[src/rtl/sev_seg_pkg.sv]
// Shared definitions for the sev_seg display driver and its receive-side decoder:
// segment patterns, FSM state encoding and slot count.
package sev_seg_pkg;

  localparam int unsigned SEV_SEG_DIGITS = 4;

  // Active-high gfedcba patterns, shared with the encoder.
  localparam logic [6:0] SEG_0 = 7'h3F;
  localparam logic [6:0] SEG_1 = 7'h06;
  localparam logic [6:0] SEG_2 = 7'h5B;
  localparam logic [6:0] SEG_3 = 7'h4F;
  localparam logic [6:0] SEG_4 = 7'h66;
  localparam logic [6:0] SEG_5 = 7'h6D;
  localparam logic [6:0] SEG_6 = 7'h7D;
  localparam logic [6:0] SEG_7 = 7'h07;
  localparam logic [6:0] SEG_8 = 7'h7F;
  localparam logic [6:0] SEG_9 = 7'h6F;
  localparam logic [6:0] SEG_A = 7'h77;
  localparam logic [6:0] SEG_B = 7'h7C;
  localparam logic [6:0] SEG_C = 7'h39;
  localparam logic [6:0] SEG_D = 7'h5E;
  localparam logic [6:0] SEG_E = 7'h79;
  localparam logic [6:0] SEG_F = 7'h71;

  typedef enum logic [1:0] {
    StSettle,
    StDecode,
    StHold
  } state_e;

  function automatic logic [6:0] seg_encode(input logic [3:0] nibble);
    logic [6:0] pat;
    case (nibble)
      4'h0: pat = SEG_0;
      4'h1: pat = SEG_1;
      4'h2: pat = SEG_2;
      4'h3: pat = SEG_3;
      4'h4: pat = SEG_4;
      4'h5: pat = SEG_5;
      4'h6: pat = SEG_6;
      4'h7: pat = SEG_7;
      4'h8: pat = SEG_8;
      4'h9: pat = SEG_9;
      4'hA: pat = SEG_A;
      4'hB: pat = SEG_B;
      4'hC: pat = SEG_C;
      4'hD: pat = SEG_D;
      4'hE: pat = SEG_E;
      default: pat = SEG_F;
    endcase
    return pat;
  endfunction

  // Index of the highest set bit; only meaningful for one-hot input.
  function automatic logic [1:0] onehot_to_idx(input logic [SEV_SEG_DIGITS-1:0] oh);
    logic [1:0] idx;
    idx = 2'd0;
    for (int i = 0; i < SEV_SEG_DIGITS; i++) begin
      if (oh[i]) idx = 2'(i);
    end
    return idx;
  endfunction

endpackage

[src/rtl/sev_seg_lut.sv]
// Segment pattern to hex nibble lookup; hit is low for patterns outside the table.
module sev_seg_lut
  import sev_seg_pkg::*;
(
  input  logic [6:0] pattern,
  output logic [3:0] nibble,
  output logic       hit
);

  always_comb begin
    nibble = 4'h0;
    hit    = 1'b1;
    case (pattern)
      SEG_0:   nibble = 4'h0;
      SEG_1:   nibble = 4'h1;
      SEG_2:   nibble = 4'h2;
      SEG_3:   nibble = 4'h3;
      SEG_4:   nibble = 4'h4;
      SEG_5:   nibble = 4'h5;
      SEG_6:   nibble = 4'h6;
      SEG_7:   nibble = 4'h7;
      SEG_8:   nibble = 4'h8;
      SEG_9:   nibble = 4'h9;
      SEG_A:   nibble = 4'hA;
      SEG_B:   nibble = 4'hB;
      SEG_C:   nibble = 4'hC;
      SEG_D:   nibble = 4'hD;
      SEG_E:   nibble = 4'hE;
      SEG_F:   nibble = 4'hF;
      default: hit = 1'b0;
    endcase
  end

endmodule

[src/rtl/sev_seg_decode.sv]
// Monitors a multiplexed active-low 7-segment bus and rebuilds per-slot digit registers.
// Define SEV_SEG_DECODE_SYNC_EN to add a two-flop input synchronizer.
module sev_seg_decode
  import sev_seg_pkg::*;
#(
  parameter int unsigned STABLE_CYCLES = 4
) (
  input  logic                        clk,
  input  logic                        rst,
  input  logic [7:0]                  seg_in,
  input  logic [SEV_SEG_DIGITS-1:0]   an_in,
  output logic [4*SEV_SEG_DIGITS-1:0] digits,
  output logic [SEV_SEG_DIGITS-1:0]   dp,
  output logic [SEV_SEG_DIGITS-1:0]   digit_vld,
  output logic                        upd,
  output logic [1:0]                  upd_idx,
  output logic                        err,
  output logic [7:0]                  err_cnt
);

  localparam logic [7:0] STAB_MAX = 8'(STABLE_CYCLES - 1);
  localparam int unsigned SW = 8 + SEV_SEG_DIGITS;
  localparam logic [SW-1:0] IDLE_BUS = '1;

  logic [SW-1:0] bus_src;

`ifdef SEV_SEG_DECODE_SYNC_EN
  logic [SW-1:0] sync1_q, sync2_q;

  always_ff @(posedge clk) begin
    if (rst) begin
      sync1_q <= IDLE_BUS;
      sync2_q <= IDLE_BUS;
    end else begin
      sync1_q <= {seg_in, an_in};
      sync2_q <= sync1_q;
    end
  end

  assign bus_src = sync2_q;
`else
  assign bus_src = {seg_in, an_in};
`endif

  logic [SW-1:0] samp_q;
  logic [7:0]    stab_q, stab_d;
  state_e        state_q, state_d;
  logic          changed;

  assign changed = (bus_src != samp_q);

  always_comb begin
    stab_d = stab_q;
    if (changed) begin
      stab_d = 8'd0;
    end else if (stab_q != STAB_MAX) begin
      stab_d = stab_q + 8'd1;
    end
  end

  // Entering DECODE on the edge the count reaches its limit keeps the
  // capture latency at STABLE_CYCLES edges after the first sample.
  always_comb begin
    state_d = state_q;
    unique case (state_q)
      StSettle: if (stab_d == STAB_MAX) state_d = StDecode;
      StDecode: state_d = changed ? StSettle : StHold;
      StHold:   if (changed) state_d = StSettle;
      default:  state_d = StSettle;
    endcase
  end

  // Decode path works on the registered sample, active-high.
  logic [SEV_SEG_DIGITS-1:0] an_act;
  logic [6:0]                pat;
  logic                      dp_bit;
  logic [3:0]                nibble;
  logic                      hit;
  logic                      one_hot, multi;
  logic                      do_write, do_err;
  logic [1:0]                slot;

  assign an_act = ~samp_q[SEV_SEG_DIGITS-1:0];
  assign pat    = ~samp_q[SW-2:SEV_SEG_DIGITS];
  assign dp_bit = ~samp_q[SW-1];

  sev_seg_lut u_lut (
    .pattern (pat),
    .nibble  (nibble),
    .hit     (hit)
  );

  assign one_hot  = (an_act != '0) && ((an_act & (an_act - 1'b1)) == '0);
  assign multi    = (an_act != '0) && !one_hot;
  assign do_write = (state_q == StDecode) && one_hot && hit;
  assign do_err   = (state_q == StDecode) && (multi || (one_hot && !hit));
  assign slot     = onehot_to_idx(an_act);

  logic [4*SEV_SEG_DIGITS-1:0] digits_q, digits_d;
  logic [SEV_SEG_DIGITS-1:0]   dp_q, dp_d;
  logic [SEV_SEG_DIGITS-1:0]   vld_q, vld_d;
  logic                        upd_q, err_q;
  logic [1:0]                  upd_idx_q, upd_idx_d;
  logic [7:0]                  err_cnt_q, err_cnt_d;

  always_comb begin
    digits_d  = digits_q;
    dp_d      = dp_q;
    vld_d     = vld_q;
    upd_idx_d = upd_idx_q;
    err_cnt_d = err_cnt_q;
    if (do_write) begin
      upd_idx_d = slot;
      for (int i = 0; i < SEV_SEG_DIGITS; i++) begin
        if (an_act[i]) begin
          digits_d[4*i +: 4] = nibble;
          dp_d[i]            = dp_bit;
          vld_d[i]           = 1'b1;
        end
      end
    end
    if (do_err && (err_cnt_q != 8'hFF)) begin
      err_cnt_d = err_cnt_q + 8'd1;
    end
  end

  always_ff @(posedge clk) begin
    if (rst) begin
      samp_q    <= IDLE_BUS;
      stab_q    <= 8'd0;
      state_q   <= StSettle;
      digits_q  <= '0;
      dp_q      <= '0;
      vld_q     <= '0;
      upd_q     <= 1'b0;
      upd_idx_q <= 2'd0;
      err_q     <= 1'b0;
      err_cnt_q <= 8'd0;
    end else begin
      samp_q    <= bus_src;
      stab_q    <= stab_d;
      state_q   <= state_d;
      digits_q  <= digits_d;
      dp_q      <= dp_d;
      vld_q     <= vld_d;
      upd_q     <= do_write;
      upd_idx_q <= upd_idx_d;
      err_q     <= do_err;
      err_cnt_q <= err_cnt_d;
    end
  end

  assign digits    = digits_q;
  assign dp        = dp_q;
  assign digit_vld = vld_q;
  assign upd       = upd_q;
  assign upd_idx   = upd_idx_q;
  assign err       = err_q;
  assign err_cnt   = err_cnt_q;

endmodule
[config.mk]
export PLATFORM = sky130hd
export DESIGN_NAME = sev_seg_decode
export DESIGN_NICKNAME = d
export VERILOG_FILES = /design/src/rtl/sev_seg_pkg.sv /design/src/rtl/sev_seg_lut.sv /design/src/rtl/sev_seg_decode.sv
export SDC_FILE = /design/constraint.sdc
export NUM_CORES = 1
export LEC_CHECK = 0
export CAP_MARGIN = 20
export CORE_MARGIN = 2
export CORE_UTILIZATION = 53
export DETAILED_ROUTE_END_ITERATION = 10
export GPL_ROUTABILITY_DRIVEN = 0
export MAX_ROUTING_LAYER = met4
export PLACE_DENSITY = 0.79
export SETUP_SLACK_MARGIN = 0.2
export SYNTH_ARGS = -nofsm -noshare
export SYNTH_HDL_FRONTEND = slang
export SYNTH_HIERARCHICAL = 1
export SYNTH_SLANG_ARGS = --single-unit
export TNS_END_PERCENT = 100
[constraint.sdc]
create_clock -name clk -period 3.2 [get_ports clk]
set_input_delay 0.64 -clock clk [delete_from_list [all_inputs] [get_ports clk]]
set_output_delay 0.64 -clock clk [all_outputs]
set_load 0.005 [all_outputs]
## After elaboration in Yosys (flattened, before gate mapping)

Cells that the tools add are included.

| word-level totals | value |
|---|---|
| register bits | 58 |
| input bits | 14 |
| output and inout port bits | 36 |
| logic and storage cells | 80 |

| cells by class | value |
|---|---|
| $add $sub $neg | 3 |
| equality and inequality tests | 24 |
| multiplexer cells | 11 |
| bitwise gates (word level) | 4 |
| reduce and logical (&&, ||, !) cells | 19 |

Operators with widths:

| cell | count |
|---|---|
| 7-bit == test (second input constant) | 12 |
| 4-bit one-hot mux with 15 select lines | 1 |
| 8-bit by 1-bit adder with 8-bit output (second input constant) | 2 |
| 8-bit two-way mux | 2 |
| 16-bit OR reduction | 1 |
| 7-bit by 3-bit == test with 1-bit output (second input constant) | 2 |
| 7-bit by 6-bit == test with 1-bit output (second input constant) | 2 |
| 12-bit != test | 1 |
| 2-bit two-way mux | 5 |
| 2-bit AND reduction | 5 |
| 8-bit by 2-bit == test with 1-bit output (second input constant) | 1 |
| 8-bit by 2-bit != test with 1-bit output (second input constant) | 1 |
| 8-bit != test (second input constant) | 1 |
| 1-bit logical AND | 7 |
| 7-bit NOT | 1 |
| 2-bit one-hot mux with 3 select lines | 1 |
| 4-bit bitwise AND | 1 |
| 4-bit zero test | 1 |
| 2-bit != test (second input constant) | 2 |
| 4-bit NOT | 1 |
| 4-bit nonzero test | 1 |
| 4-bit by 1-bit subtractor with 4-bit output (second input constant) | 1 |
| 2-bit by 1-bit == test with 1-bit output (second input constant) | 1 |
| 2-bit == test (second input constant) | 1 |
| other kinds (5) | 7 |

## Depth between registers and ports, before layout

| logic depth | value |
|---|---|
| word-level depth | 10 |
| depth in mapped cells | 12 |

## By module

Netlist, hierarchy kept.

By module, submodules not included:

| module | instances | cells an instance | area each (µm²) | seq. area each (µm²) |
|---|---|---|---|---|
| sev_seg_decode | 1 | 261 | 2,519.9 | 1,161.1 |
| sev_seg_lut | 1 | 57 | 400.4 | 0.0 |

## Worst setup path after synthesis

No wires, ideal clock.

| timing path | value |
|---|---|
| path kind | register to register |
| from | register samp_q[6] |
| to | register err_cnt_q[6], in the netlist err_cnt[6] |
| library setup time | 121 ps |
| arrival time | 2,272 ps |
| path slack | 807 ps |
| stages on the path, launching flop included | 11 |
| period minus slack after synthesis | 2,393 ps |
| path through | dfxtp_1 > inv_1 > buf_6 > o311a_1 > o221a_1 > o211ai_2 > o211ai_2 > a31oi_4 > nor3_4 > and3_1 > mux2_4 |

| between the ends | value |
|---|---|
| word-level cells in the longest chain between the ends | 9 |
| elaborated cells between the ends (all ways) | 24 |
| those cells by class | eq/ne: 16; mux: 1; bitwise: 1; reduce/logical: 6 |

RTL lines:

| item | RTL line | source |
|---|---|---|
| start: declaration | sev_seg_decode.sv:45 | `logic [SW-1:0] samp_q;` |
| start signal: assignment | sev_seg_decode.sv:140 | `samp_q <= bus_src;` |
| 7-bit NOT * | sev_seg_decode.sv:84 | `assign pat = ~samp_q[SW-2:SEV_SEG_DIGITS];` |
| via pat[2] | sev_seg_decode.sv:75 | `logic [6:0] pat;` |
| 7-bit by 6-bit == test with 1-bit output, or another cell as far along | sev_seg_lut.sv:13 | `case (pattern)` |
| 16-bit OR reduction (no line) * | n/a |  |
| 1-bit two-way mux * | sev_seg_lut.sv:13 |  |
| via hit | sev_seg_decode.sv:78 | `logic hit;` |
| 1-bit zero test * | sev_seg_decode.sv:96 | `assign do_err = (state_q == StDecode) && (multi \|\| (one_hot && !hit));` |
| 1-bit logical AND * | sev_seg_decode.sv:96 |  |
| 1-bit logical OR * | sev_seg_decode.sv:96 |  |
| 1-bit logical AND * | sev_seg_decode.sv:96 |  |
| 1-bit logical AND * | sev_seg_decode.sv:122 | `if (do_err && (err_cnt_q != 8'hFF)) begin` |
| end signal: assignment | sev_seg_decode.sv:149 | `err_cnt_q <= err_cnt_d;` |
| end: declaration | sev_seg_decode.sv:104 | `logic [7:0] err_cnt_q, err_cnt_d;` |

Mark *: on every way through the listed nets, which the timed path passes. The rest lies on a longest branch.
A chain may end at the register's enable or synchronous reset.

## Worst setup path after layout

| timing path | value |
|---|---|
| from | register samp_q[8] |
| to | register digits_q[14], in the netlist digits[14] |

| between the ends | value |
|---|---|
| word-level cells in the longest chain between the ends | 6 |
| elaborated cells between the ends (all ways) | 22 |
| those cells by class | eq/ne: 16; mux: 2; bitwise: 1; reduce/logical: 3 |

RTL lines:

| item | RTL line | source |
|---|---|---|
| 7-bit NOT * | sev_seg_decode.sv:84 |  |
| via pat[4] | sev_seg_decode.sv:75 |  |
| 7-bit by 6-bit == test with 1-bit output, or another cell as far along | sev_seg_lut.sv:13 |  |
| 16-bit OR reduction (no line) * | n/a |  |
| 1-bit two-way mux * | sev_seg_lut.sv:13 |  |
| via hit | sev_seg_decode.sv:78 |  |
| 1-bit logical AND * | sev_seg_decode.sv:95 | `assign do_write = (state_q == StDecode) && one_hot && hit;` |
| 2-bit AND reduction (no line) * | n/a |  |
| end signal: assignment | sev_seg_decode.sv:143 | `digits_q <= digits_d;` |
| end: declaration | sev_seg_decode.sv:99 | `logic [4*SEV_SEG_DIGITS-1:0] digits_q, digits_d;` |

Marked as above.

==> impl_metrics.csv <==
group,metric,value,unit
status,status,"finished clean",
placement,placed_area,3390,um2
clock_tree,root_buffer,"clkbuf_8",
logic_synthesis,ys_types,55,
sta,finClkSkew,7.17,ps
setup_path,worstSetupPathType,"reg2reg",
route,drt_iter0_drc,212,
logic_synthesis,synth_area_leader_cell,"dfxtp_1",
placement,place_hpwl,4.20,mm
sta,setup-tns-final,0,ps
worst_hold_path,hold_class,"reg2reg",
route,finalWirelength,5.98,mm
global_route,antenna_found_initial,0,
floorplanning,die_h,78.2,um
logic_synthesis,seq_area_frac_synth,39.8,%
global_route,grt_first_pass_wirelength,10.1,mm
setup_path,crit_fanout,12,
power,irDropWorstVdd,0.000361,V
clock_tree,post_cts_buffers,0,
floorplanning,initial_core_util,54.0,%
logic_synthesis,syn_avg_cell_area,9.18,um2
logic_synthesis,syn_nets,334,
logic_synthesis,synth-edff-count,0,
setup_path,cp-start-kind,"register",
power,power,1.44,mW
sta,hold_viol,0,
logic_synthesis,ys_warn_count,6,
global_route,gr-total-overflow,0,
clock_tree,clkTransAtPathRegs,70,ps
sta,rsz0062_at_grt,"false",
sta,fmax,367,MHz
setup_path,cp_data_required_time,3400,ps
logic_synthesis,synthMostInstantiatedCell,"nor2_1",
logic_synthesis,async_flop_share,0,%
worst_hold_path,hold_start,"digit_vld[2]$_SDFFE_PP0P_",
route,post_drt_wl_per_cell,13.5,um
clock_tree,cts_max_level,3,
sta,finalCritPeriodShare,85.2,%
sta,slew_headroom,32.5,%
floorplanning,ios,50,
route,first_pass_iters,4,
route,via_count,2341,
logic_synthesis,synth_ff_type,"dfxtp_1",
final_layout,n_antenna_cell,0,
floorplanning,rows,27,
logic_synthesis,synth_top_area_share,39.8,%
job,drv_cap,0,
global_route,grt_pass1_vias,2113,
final_layout,design_area,3570,um2
global_route,grt_max_degree,51,
placement,pre_cts_ws,479,ps
setup_path,reg2reg_from,"samp_q[8]$_SDFF_PP1_",
clock_tree,clock_latency,330,ps
power,leakage,1.29,nW
setup_path,end_kind,"register",
clock_tree,cts_resized,0,
logic_synthesis,synth-seq-cells,58,
logic_synthesis,synth_area_leaders,"dfxtp_1 (40%), nor2_1 (7.6%), mux2i_1 (7.2%)",
route,drc,0,
sta,worst_pin_slew,1000,ps
clock_tree,cts_sinks,58,
logic_synthesis,synth_cells,318,
power,power_density,403,nW/um2
floorplanning,chipWidth,78.2,um
setup_path,reg2reg_slack,480,ps
final_layout,syn2layout_area_growth,22.3,%
worst_hold_path,holdPathEnd,"digit_vld[2]$_SDFFE_PP0P_",
final_layout,nets,381,
sta,finalSetupViolations,0,
global_route,grtUsageTotal,21.6,%
route,viasPerCell,5.30,
setup_path,cp.arrival,2930,ps
clock_tree,cts_made_buffers,9,
clock_tree,cts_tree,"yes",
floorplanning,die_area,6120,um2
sta,setup_ws,475,ps
clock_tree,ctsHoldBuffers,0,
setup_path,r2r_cells,11,
placement,port_buffers,49,
logic_synthesis,synth_area,2920,um2
sta,slew_violations,0,
logic_synthesis,synth_commonest_cells,"nor2_1 (59), dfxtp_1 (58), mux2i_1 (21)",
clock_tree,cts_buffer_depth,2,
floorplanning,coreArea,5410,um2
setup_path,r2r-end,"digits[14]$_SDFFE_PP0P_",
route,ant_nets,0,
sta,fin_crit,2720,ps
worst_hold_path,worstHoldPathCells,2,
final_layout,drive_gt1_share,14.9,%
[how the worst max path moves through the flow]
stage | start | end | slack, ps
final | samp_q[8]$_SDFF_PP1_ | digits[14]$_SDFFE_PP0P_ | 480
after detailed placement | samp_q[8]$_SDFF_PP1_ | digits[6]$_SDFFE_PP0P_ | 480
after global routing | samp_q[8]$_SDFF_PP1_ | digits[13]$_SDFFE_PP0P_ | 230
after CTS | samp_q[8]$_SDFF_PP1_ | digits[4]$_SDFFE_PP0P_ | 450
after floorplan | samp_q[6]$_SDFF_PP1_ | err_cnt[6]$_SDFFE_PP0P_ | 810
after global placement | samp_q[10]$_SDFF_PP1_ | digits[7]$_SDFFE_PP0P_ | 570
[area by class of cell]
| class | instances | area, um2 |
|---|---|---|
| Fill cell | 439 | 1830 |
| Tap cell | 72 | 90.1 |
| Inverter | 11 | 41.3 |
| Clock inverter | 6 | 42.5 |
| Timing Repair Buffer | 52 | 513 |
| Multi-Input combinational cell | 233 | 1590 |
| Clock buffer | 10 | 138 |
| Sequential cell | 58 | 1160 |
[flip-flops by register name (all words and copies together) (netlist names)]
signal     count
digits        16
digit_vld      4
samp_q        12
upd_idx        2
state_q        2
upd            1
err            1
dp             4
stab_q         8
err_cnt        8
[where the power goes]
group	switching (mW)	internal, mW	total (mW)
Clock	0.295	0.301	0.596
Sequential	0.0121	0.730	0.742
Combinational	0.0589	0.0438	0.103
Total	0.367	1.07	1.44
[through the flow]
stage                     instances  util [%]  hold WS, ps
final                           442      66.1          476
after global routing            442      66.1          524
after CTS                       442      66.0          484
after detailed placement        426      62.6          468
after global placement          426      62.6          454
after floorplan                 318         -          464
[metal layers]
| metal | vias up | track usage (%) | share of wire [%] |
|---|---|---|---|
| met4 | 0 | 8.07 | 1.3 |
| met1 | 1102 | 27.5 | 46 |
| met2 | 41 | 32.9 | 49 |
| li1 | 1192 | - | - |
| met3 | 6 | 6.09 | 3.6 |
| met5 | - | - | 0 |
[cells in the final DEF, fill, tap and decap left out, types with 3 or more instances in the layout]
master           synthesis  layout
o22ai_1                  3       3
or2_2                   13      13
and3_1                   3       3
buf_4                    2       3
nand2b_1                 3       3
nand3_1                  9       9
xor2_1                  17      17
dfxtp_1                 58      58
xnor2_1                  9       9
clkdlybuf4s50_1          0      49
inv_1                   11      11
a211oi_1                 5       5
nor3_1                   9       9
nor2b_1                  3       3
o21ai_0                  8       8
clkbuf_8                 1      10
nand2_1                 17      17
nor2_1                  59      59
a21oi_1                  6       6
mux2i_1                 21      21
[worst max-delay path, cell delays in order (launching register included)]
cell and delay, ps:
dfxtp_1 320, inv_1 270, nand2_1 110, o311a_1 300, o221a_1 240, o211ai_2 270, and3b_1 230, nand2_1 120
nor4bb_1 270, buf_4 210, mux2i_1 200, nor2_1 60
[logic make-up after synthesis]
kind of cell | after synthesis | share of synthesized area (%)
and+or+nand+nor | 146 | 28.0
adders and majority gates | 2 | 0.857
buffers and inverters | 27 | 6.13
muxes | 22 | 7.71
DFF | 58 | 39.8
xor gates and xnor gates | 26 | 7.80
AOI/OAI and AO/OA | 37 | 9.77
Note: power is estimated with default switching activity, not from simulation.
